$ cat config.mk
export PLATFORM = sky130hd
export DESIGN_NAME = shiftreg_univ
export DESIGN_NICKNAME = d
export VERILOG_FILES = /design/src/rtl/shiftreg_univ.sv
export SDC_FILE = /design/constraint.sdc
export NUM_CORES = 1
export LEC_CHECK = 0
export ABC_AREA = 0
export CORE_MARGIN = 8
export CORE_UTILIZATION = 45
export CTS_CLUSTER_DIAMETER = 50
export DETAILED_ROUTE_END_ITERATION = 8
export MAX_ROUTING_LAYER = met4
export PLACE_DENSITY = 0.73
export SETUP_SLACK_MARGIN = 0.2
export SYNTH_ARGS = -nofsm -noshare
export SYNTH_HDL_FRONTEND = slang
export SYNTH_SLANG_ARGS = --single-unit
$ cat constraint.sdc
create_clock -name clk -period 2.5 [get_ports clk]
set_input_delay 0.375 -clock clk [delete_from_list [all_inputs] [get_ports clk]]
set_output_delay 0.375 -clock clk [all_outputs]
set_load 0.1 [all_outputs]
$ cat src/rtl/shiftreg_univ.sv
// Universal shift register with a small IDLE/RUN/DONE sequencer.
// An accepted start latches mode and count; LOAD, CLEAR, reserved and
// zero-count requests complete immediately, while shifts and rotates take
// one step per clock for the latched count and may be aborted mid-run.
//
// Ports:
//   clk        - clock, rising edge active
//   reset_n    - asynchronous active-low reset
//   start      - operation request, sampled only in IDLE
//   mode       - operation select (LOAD/SHL/SHR/ROL/ROR/ASR/CLEAR/reserved)
//   count      - number of shift steps
//   load_data  - parallel load value
//   serial_in  - fill bit for logical shifts, sampled every step
//   abort      - terminates a running operation
//   register   - current register contents
//   serial_out - bit shifted out by the most recent step
//   busy       - high while stepping
//   done       - one-cycle completion pulse
module shiftreg_univ #(
    parameter int unsigned WIDTH = 8,
    parameter int unsigned CNT_W = 4
) (
    input  logic             clk,
    input  logic             reset_n,
    input  logic             start,
    input  logic [2:0]       mode,
    input  logic [CNT_W-1:0] count,
    input  logic [WIDTH-1:0] load_data,
    input  logic             serial_in,
    input  logic             abort,
    output logic [WIDTH-1:0] register,
    output logic             serial_out,
    output logic             busy,
    output logic             done
);

    localparam logic [2:0] MODE_LOAD  = 3'b000;
    localparam logic [2:0] MODE_SHL   = 3'b001;
    localparam logic [2:0] MODE_SHR   = 3'b010;
    localparam logic [2:0] MODE_ROL   = 3'b011;
    localparam logic [2:0] MODE_ROR   = 3'b100;
    localparam logic [2:0] MODE_ASR   = 3'b101;
    localparam logic [2:0] MODE_CLEAR = 3'b110;
    localparam logic [2:0] MODE_RSVD  = 3'b111;

    typedef enum logic [1:0] {
        IDLE = 2'd0,
        RUN  = 2'd1,
        DONE = 2'd2
    } state_e;

    state_e           state_q, state_d;
    logic [2:0]       mode_q, mode_d;
    logic [CNT_W-1:0] cnt_q, cnt_d;
    logic [WIDTH-1:0] reg_q, reg_d;
    logic             so_q, so_d;
    logic             busy_q, busy_d;
    logic             done_q, done_d;

    logic [WIDTH-1:0] step_reg;
    logic             step_so;
    logic             immediate;

    // One step of the latched operation applied to the current contents.
    always_comb begin
        step_reg = reg_q;
        step_so  = so_q;
        case (mode_q)
            MODE_SHL: begin
                step_reg = {reg_q[WIDTH-2:0], serial_in};
                step_so  = reg_q[WIDTH-1];
            end
            MODE_SHR: begin
                step_reg = {serial_in, reg_q[WIDTH-1:1]};
                step_so  = reg_q[0];
            end
            MODE_ROL: begin
                step_reg = {reg_q[WIDTH-2:0], reg_q[WIDTH-1]};
                step_so  = reg_q[WIDTH-1];
            end
            MODE_ROR: begin
                step_reg = {reg_q[0], reg_q[WIDTH-1:1]};
                step_so  = reg_q[0];
            end
            MODE_ASR: begin
                step_reg = {reg_q[WIDTH-1], reg_q[WIDTH-1:1]};
                step_so  = reg_q[0];
            end
            default: begin
                step_reg = reg_q;
                step_so  = so_q;
            end
        endcase
    end

    // Requests that finish on the accept edge without entering RUN.
    assign immediate = (mode == MODE_LOAD) || (mode == MODE_CLEAR) ||
                       (mode == MODE_RSVD) || (count == CNT_W'(0));

    // Next-state and datapath update.
    always_comb begin
        state_d = state_q;
        mode_d  = mode_q;
        cnt_d   = cnt_q;
        reg_d   = reg_q;
        so_d    = so_q;
        case (state_q)
            IDLE: begin
                if (start) begin
                    mode_d = mode;
                    cnt_d  = count;
                    if (immediate) begin
                        state_d = DONE;
                        if (mode == MODE_LOAD) begin
                            reg_d = load_data;
                        end else if (mode == MODE_CLEAR) begin
                            reg_d = {WIDTH{1'b0}};
                        end
                    end else begin
                        state_d = RUN;
                    end
                end
            end
            RUN: begin
                // Abort wins over the step scheduled for this edge.
                if (abort) begin
                    state_d = IDLE;
                end else begin
                    reg_d = step_reg;
                    so_d  = step_so;
                    cnt_d = cnt_q - CNT_W'(1);
                    if (cnt_q == CNT_W'(1)) begin
                        state_d = DONE;
                    end
                end
            end
            DONE: begin
                state_d = IDLE;
            end
            default: begin
                state_d = IDLE;
            end
        endcase
        busy_d = (state_d == RUN);
        done_d = (state_d == DONE);
    end

    // State and output registers.
    always_ff @(posedge clk or negedge reset_n) begin
        if (!reset_n) begin
            state_q <= IDLE;
            mode_q  <= 3'b000;
            cnt_q   <= CNT_W'(0);
            reg_q   <= {WIDTH{1'b0}};
            so_q    <= 1'b0;
            busy_q  <= 1'b0;
            done_q  <= 1'b0;
        end else begin
            state_q <= state_d;
            mode_q  <= mode_d;
            cnt_q   <= cnt_d;
            reg_q   <= reg_d;
            so_q    <= so_d;
            busy_q  <= busy_d;
            done_q  <= done_d;
        end
    end

    assign register   = reg_q;
    assign serial_out = so_q;
    assign busy       = busy_q;
    assign done       = done_q;

endmodule

==> results.md <==
* Top FF cell, synth: dfrtp_1
* Switching Fraction at 0.524
* Net Count, Synth at 161
* Crit path time final at 1.81 ns
* Filler Cell Count at 238
* CTS tree: yes
* GRT Total Usage at 0.143
* Detailed Place HPWL at ~2500 µm
* Mean post-synth cell area at around 9.5 µm²
* Final hold viol count at 0
* Routed vias at around 1200
* 1st-pass router iterations at 4
* Pint at about 1000 µW
* Post-synth ARST share at 1.00
* CP max FO at 22
* Yosys Warn Count at 0
* CP peak stage delay at roughly 0.52 ns
* First-pass GRT wire length at approximately 5700 µm
* DP Cell Count at a little under 200
* Cell breakdown of the critical path: or2b_1, a32oi_1, o21ai_0, mux2_4
* # Max-Cap Violations at 0
* RSZ-0062 raised after global routing: false
* Port Buffers at 30
* Setup Buffers After CTS at 0
* Synth Instances at approximately 140
* Combinational power share at 0.563
* CTS HTree Levels at 1
* Reg2reg setup slack at about 0.69 ns
* # setup viols final at 0
* Crit end category: register
* Clock share of power at 0.131
* Starting Density at 0.474
* Max Freq at roughly 550 MHz
* Final period utilization at 0.722
* Setup TNS at 0 ns
* R2R depth at 4
* Final WS setup at between 0.6 and 0.7 ns
* Area of the mapped netlist at 0.00132 mm²
* PD cells at roughly 1200 mW/mm²
* Maximum VDD drop at 1100 µV
* Final core occ at 0.599
* Status: complete, no violations
* DR iter-0 viols at 94
* Residual DRC at 0
* Post-synth EDFFs at 0
* Clock skew at roughly 0.0072 ns
* Critical path's top delay family: simple AND/OR/NAND/NOR gates
* Core box area at around 0.0028 mm²
* Post-route antenna net violation count at 0
* Antenna violations before repair at 0
* Critical path arrival at ~2.0 ns
* Crit Reg-Reg Endpoint: register[0]$_DFFE_PN0P_
* Sequential-to-total area share from yosys stat at 0.380
* CP max stage cell: or2b_1
* CTS Buf Count at 3
* Final wirelength at approximately 3400 µm
* Root Buffer: clkbuf_4
* CP required at about 2.7 ns
* Post-synth top area share at 0.380
* Area grow syn2layout at 26.4%
* Largest net degree at the start of global routing at 23
* Max-slew headroom at 0.512
* WS Path Type: reg2reg
* Number of global-route vias before repair at 1182
* Most common cell after layout, fill and taps aside: dfrtp_1
* Gp weighted congestion at slightly above 0.8
* TritonCTS Sinks at 20
* FF-to-FF Start: state_q[1]$_DFF_PN0_
* Synth Register Bits at 20
* Clk Latency, worst-skew pair at between 0.3 and 0.4 ns
* Hold WS at slightly below 0.4 ns
* Die H at between 70 and 80 µm
* Crit path buf inv count at 0
* Congestion Overflow GR at 0
* Nets at 191
* Die Wd at ~70 µm
* Leakage at 0.000722 µW
* DR vias/cell at 5.99
* Yosys cell types at 39
* Synth area leaders: dfrtp_1 (38%), mux2_1 (6.0%), mux2_2 (5.1%)
* Most frequent cells in the layout: dfrtp_1 (20), clkdlybuf4s50_1 (19), buf_4 (14), o21ai_0 (11), nand2_1 (10)
* Post-CTS resize count at 0
* Clk slew on worst S/H paths at 0.12 ns
* Hold Buf Count CTS at 0
* Pre-CTS setup slack at 0.373 ns
* Antenna diodes at 0
* Net switching power at between 1000 and 1500 µW
* Boundary pin count at 31
* Avg WL per Cell at ~17 µm
* Ratio of cells with drive above 1 in the final layout at 0.173
* CTS max path bufs at 2
* Rows at 19
* Type of origin of the critical path: register
* Die ar. at between 0.004 and 0.005 mm²
* Post-synth top area cell: dfrtp_1
* Sequential Power Share at 0.306
* Post-Layout Cell Count at just under 200
* Max-slew violations at 0
* Hold/Removal Path Class: in2async
* Slew @ Worst Pin at approximately 0.73 ns
through the flow:
step / total power (µW) / area [µm²]
CTS: 2050 / 1670
floorplan: 1510 / 1320
detailed placement: 1790 / 1610
global route: 2170 / 1670
global placement: 1750 / 1610
finish: 2040 / 1670
per-layer routing:
layer	up-vias	GRT usage	share of wire
li1	581	-	-
met1	570	0.168	0.44
met2	38	0.240	0.50
met3	4	0.0311	0.046
met4	0	0.0402	0.010
met5	-	-	0
logic make-up (layout without fill, tap and decap cells):
| logic type | Yosys count | in the layout | synth area share |
|---|---|---|---|
| compound gates | 34 | 34 | 0.177 |
| xor+xnor | 1 | 1 | 0.00665 |
| fa+ha+maj | 2 | 2 | 0.0190 |
| buf+inv | 11 | 40 | 0.0380 |
| flops | 20 | 20 | 0.380 |
| mux | 17 | 17 | 0.145 |
| simple gates | 54 | 54 | 0.235 |
power groups by stage:
stage / sequential, µW / combinational, µW / clock, µW
after floorplan: 989 / 524 / 0
after global placement: 624 / 1130 / 0
after detailed placement: 634 / 1150 / 0
after CTS: 626 / 1160 / 269
after global routing: 653 / 1230 / 286
final: 626 / 1150 / 268
cell type report:
| class | instances | area [µm²] | area share |
|---|---|---|---|
| multi-input combinational | 108 | 767 | 0.461 |
| timing repair buffer | 33 | 295 | 0.177 |
| inverter | 3 | 11.3 | 0.00676 |
| clock buffer | 3 | 22.5 | 0.0135 |
| sequential | 20 | 500 | 0.301 |
| clock inverter | 1 | 30.0 | 0.0180 |
| tap | 31 | 38.8 | 0.0233 |
how the worst max path moves through the flow:
stage | from | cells after the start | endpoint | slack (ns)
2_1_floorplan | register[1]$_DFFE_PN0P_ | 4 | register[0]$_DFFE_PN0P_ | 0.73
3_3_place_gp | mode[1] | 5 | register[4]$_DFFE_PN0P_ | 0.43
3_5_place_dp | mode[1] | 5 | register[6]$_DFFE_PN0P_ | 0.37
4_1_cts | state_q[0]$_DFF_PN0_ | 4 | register[0]$_DFFE_PN0P_ | 0.69
5_1_grt | state_q[0]$_DFF_PN0_ | 4 | register[0]$_DFFE_PN0P_ | 0.48
6_report | state_q[1]$_DFF_PN0_ | 4 | register[0]$_DFFE_PN0P_ | 0.69
Yosys cell counts, types with 2 or more instances:
master / count
a21oi_1: 3
mux2_2: 6
nand3_1: 8
o211ai_1: 8
dfrtp_1: 20
nor4_1: 2
o32ai_1: 2
ha_1: 2
mux2i_1: 3
nor2b_1: 4
mux2_1: 7
a32o_1: 2
nor3_1: 3
nand2_1: 10
inv_1: 3
nand4_1: 4
o21ai_0: 11
nor3b_1: 3
buf_2: 7
nand2b_1: 4
nor2_1: 9
registers in the layout, summed over array words and instances, names as in the netlist:
signal	flops
busy	1
cnt_q	4
done	1
mode_q	3
register	8
serial_out	1
state_q	2
Note: power is estimated with default switching activity, not from simulation.
